**src/rtl/sum_collector.sv**
```systemverilog
// Captures the adder's sum on each rising edge of done into a first-word-fall-through FIFO.
// Optional running total of accepted sums is built when SUM_COLLECTOR_ACC_EN is defined.
module sum_collector #(
    parameter int DEPTH = 4,
    parameter int ACC_W = 12
) (
    input  logic                     clk,
    input  logic                     rst_n,
    input  logic [4:0]               s,
    input  logic                     done,
    input  logic                     out_ready,
    output logic                     out_valid,
    output logic [4:0]               out_data,
    output logic [$clog2(DEPTH):0]   count,
    output logic                     overflow,
    input  logic                     acc_clear,
    output logic [ACC_W-1:0]         acc
);

    localparam int PW = $clog2(DEPTH);
    localparam int CW = PW + 1;

    // Output handshake: a word transfers at an edge where out_valid && out_ready;
    // out_valid never depends on out_ready, and out_data stays stable until taken.

    logic [4:0]    mem [DEPTH];
    logic [PW-1:0] head;
    logic [PW-1:0] tail;
    logic          done_q;
    logic          capture;
    logic          pop;
    logic          push;
    logic          drop;
    logic          full;

    assign full    = (count == CW'(DEPTH));
    assign capture = done && !done_q;
    assign pop     = out_valid && out_ready;
    // A full FIFO still accepts a capture when the head leaves at the same edge.
    assign push    = capture && (!full || pop);
    assign drop    = capture && !push;

    assign out_valid = (count != '0);
    assign out_data  = mem[head];

    always_ff @(posedge clk or negedge rst_n) begin
        if (!rst_n) begin
            done_q   <= 1'b0;
            head     <= '0;
            tail     <= '0;
            count    <= '0;
            overflow <= 1'b0;
        end else begin
            done_q <= done;
            if (push) begin
                tail <= tail + PW'(1);
            end
            if (pop) begin
                head <= head + PW'(1);
            end
            case ({push, pop})
                2'b10:   count <= count + CW'(1);
                2'b01:   count <= count - CW'(1);
                default: count <= count;
            endcase
            if (drop) begin
                overflow <= 1'b1;
            end else if (acc_clear) begin
                overflow <= 1'b0;
            end
        end
    end

    // Storage has no reset; entries are only observable once count covers them.
    always_ff @(posedge clk) begin
        if (push) begin
            mem[tail] <= s;
        end
    end

`ifdef SUM_COLLECTOR_ACC_EN
    always_ff @(posedge clk or negedge rst_n) begin
        if (!rst_n) begin
            acc <= '0;
        end else if (acc_clear) begin
            acc <= push ? ACC_W'(s) : '0;
        end else if (push) begin
            acc <= acc + ACC_W'(s);
        end
    end
`else
    assign acc = '0;
`endif

endmodule

```
**config.mk**
```make
export PLATFORM = sky130hd
export DESIGN_NAME = sum_collector
export DESIGN_NICKNAME = d
export VERILOG_FILES = /design/src/rtl/sum_collector.sv
export SDC_FILE = /design/constraint.sdc
export NUM_CORES = 1
export LEC_CHECK = 0
export BUFFER_PORTS_ARGS = -buffer_cell sky130_fd_sc_hd__buf_2
export CAP_MARGIN = 10
export CORE_ASPECT_RATIO = 2
export CORE_MARGIN = 8
export CORE_UTILIZATION = 43
export CTS_BUF_LIST = sky130_fd_sc_hd__clkbuf_4 sky130_fd_sc_hd__clkbuf_8
export CTS_CLUSTER_DIAMETER = 80
export DETAILED_ROUTE_END_ITERATION = 10
export PLACE_DENSITY = 0.63
export SYNTH_ARGS = -nofsm -noshare
export SYNTH_HDL_FRONTEND = slang
export SYNTH_SLANG_ARGS = --single-unit
```
**constraint.sdc**
```tcl
create_clock -name clk -period 2.8 [get_ports clk]
set_input_delay 0.28 -clock clk [delete_from_list [all_inputs] [get_ports clk]]
set_output_delay 0.28 -clock clk [all_outputs]
set_load 0.005 [all_outputs]
```
==> results.yml <==
global_routing:
  grtUsageMet3_pct: 3.17
  overflow: 0
  grt.total_usage_pct: 9.46
  busiest_layer: "met2"
  grt_pass1_wl_um: 4020
  grt_pass1_vias: 867
  grt_use_met2_pct: 17.3
  grt_max_degree: 10
  antenna_found_initial: 0
  grtUsageMet1_pct: 8.97
worst_setup_path:
  crit_required_ps: 2520
  r2r_slack_ps: 1090
  cp_max_fo: 7
  worstSetupPathType: "flop to output port"
  crit_arrival_ps: 1540
  startpoint_type: "flop"
  end_kind: "output port"
clock_network:
  clk_path_buf_depth: 2
  worstSkewPairLatency_ps: 270
  cts_tree: "yes"
  clk_pin_slew_ps: 60
  htreeDepth: 2
  root_buffer: "clkbuf_8"
  numCtsBuffers: 5
  cts_resized: 0
  cts_num_sinks: 29
power:
  switching_power_w: 0.000433
  p_sw_share_pct: 30.8
  power.internal_w: 0.000972
  peakVddDrop_mv: 0.533
  cellLeakagePower_nw: 0.640
  combPwrFrac_pct: 29.2
  clkPwrFrac_pct: 24.6
  seqPwrFrac_pct: 46.2
  powerDensity_nw_per_um2: 909
synthesis:
  netlist_instances: 93
  postSynthAreaPerCell_um2: 14.7
  synth.most_common_cell: "edfxtp_1"
  ys_warn_count: 0
  ys_types: 30
  synth_top_cells_by_area: "edfxtp_1, dfrtp_1, mux4_2"
  synth_top_area_share_pct: 43.8
  yosys.area.top_type: "edfxtp_1"
  synth-edff-count: 20
  ys_top_cells_by_count: "edfxtp_1, buf_4, dfrtp_1, nand2_1"
  synth-seq-area-share_pct: 60.2
  synth-seq-cells: 29
  yosys_most_used_dff: "edfxtp_1"
  syn-cell-area_um2: 1370
  synthArstFlopShare_pct: 31.0
detailed_routing:
  viasPerCell: 5.05
  totalWireLength_um: 2300
  via_count: 748
  drtPass1Iterations: 4
  drc: 0
  first_iter_violations: 9
  ant_nets: 0
  wl_per_cell_um: 15.6
sta:
  setup_tns_ps: 0
  final_max_slew_viol_count: 0
  skew_ps: 6.50
  rsz0062_at_grt: "no"
  fin_crit_sh_pct: 65.2
  finalHoldViolations: 0
  fmax_mhz: 548
  fin_crit_ps: 1820
  finalSetupViolations: 0
final_layout:
  diodes: 0
  area_delta_synth_final_pct: 12.7
  fin_nets: 131
  drive_gt1_share_pct: 35.0
  finish.utilization_pct: 49.5
floorplanning:
  start_util_pct: 43.9
  io_pins: 32
  fp.dieH_um: 95.9
  die_area_um2: 5360
  die_x_um: 55.9
  core_area_um2: 3120
  rows: 29
run:
  cap_violations: 0
placement:
  dp_hpwl_um: 1820
  gp_congestion: 0.698
  port_buffers: 19
run_status:
  status: "finished, final reports clean"
min_path:
  hold_class: "input port to flop"
power by group through the flow:
stage                     clock network (W)  registers [W]  logic (W)
after CTS                          0.000356       0.000654   0.000422
after floorplan                           0       0.000606   0.000342
after detailed placement                  0       0.000661   0.000420
final                              0.000345       0.000649   0.000410
after global placement                    0       0.000656   0.000410
after global routing               0.000375       0.000667   0.000469
stage by stage:
step	worst slack (ps)	hold WS (ps)	std cells	total power [W]	instance area, um2
2_1_floorplan	1200	-15.6	104	0.000948	1410
3_3_place_gp	1130	145	139	0.00107	1440
3_5_place_dp	1100	153	139	0.00108	1440
4_1_cts	928	124	148	0.00143	1550
5_1_grt	887	133	148	0.00151	1550
6_report	975	129	148	0.00140	1550
placed cells by master, fill, tap and decap left out, types with 2 or more instances in the layout:
cell / n
dfrtp_1: 9
nand2_1: 6
xnor2_1: 3
a21oi_1: 2
edfxtp_1: 20
nand2b_1: 2
inv_1: 5
ha_1: 4
buf_2: 19
clkbuf_8: 6
o221ai_1: 2
conb_1: 12
mux4_2: 5
xor2_1: 2
and3_2: 4
critical path: stages, from the launching register on:
cell and delay (ps):
dfrtp_1 570, mux4_2 550, buf_2 140
layout make-up:
class | count | area, um2
Fill cell | 297 | 1580
Sequential cell | 29 | 826
Multi-Input combinational cell | 55 | 465
Timing Repair Buffer | 20 | 105
Clock buffer | 6 | 82.6
Tap cell | 31 | 38.8
Inverter | 5 | 18.8
Clock inverter | 2 | 8.76
sequential cells by signal, indices dropped and copies added, names as in the netlist:
register,count
mem,20
done_q,1
head,2
overflow,1
tail,2
count,3
what timing repair did:
item / 4_1_cts / 5_1_grt
endpoints found under the hold margin: 9 / 0
setup buffers: 0 / 0
endpoints found under the setup margin: 0 / 0
hold buffers: 1 / 0
layer usage:
metal  up-vias  wire, um
li1        357         -
met1       365       834
met2        20      1310
met3         6       100
met4         0        59
met5         -         0
final timing paths:
path,from,to,cells past startpoint
max,head[0],out_data[4],2
min,done,done_q,1
max reg2reg,count[1],count[2],5
min reg2reg,overflow,overflow,2
max in group asynchronous,rst_n,tail[1],2
min in group asynchronous,rst_n,done_q,2
cells by family after synthesis:
| kind of cell | share of synthesized area [%] |
|---|---|
| DFF | 60.2 |
| AOI/OAI and AO/OA | 4.93 |
| other | 0.273 |
| muxes | 8.21 |
| and+or+nand+nor | 8.03 |
| adders and majority gates | 5.11 |
| buffers and inverters | 8.85 |
| xor gates and xnor gates | 4.38 |
Note: power is estimated with default switching activity, not from simulation.
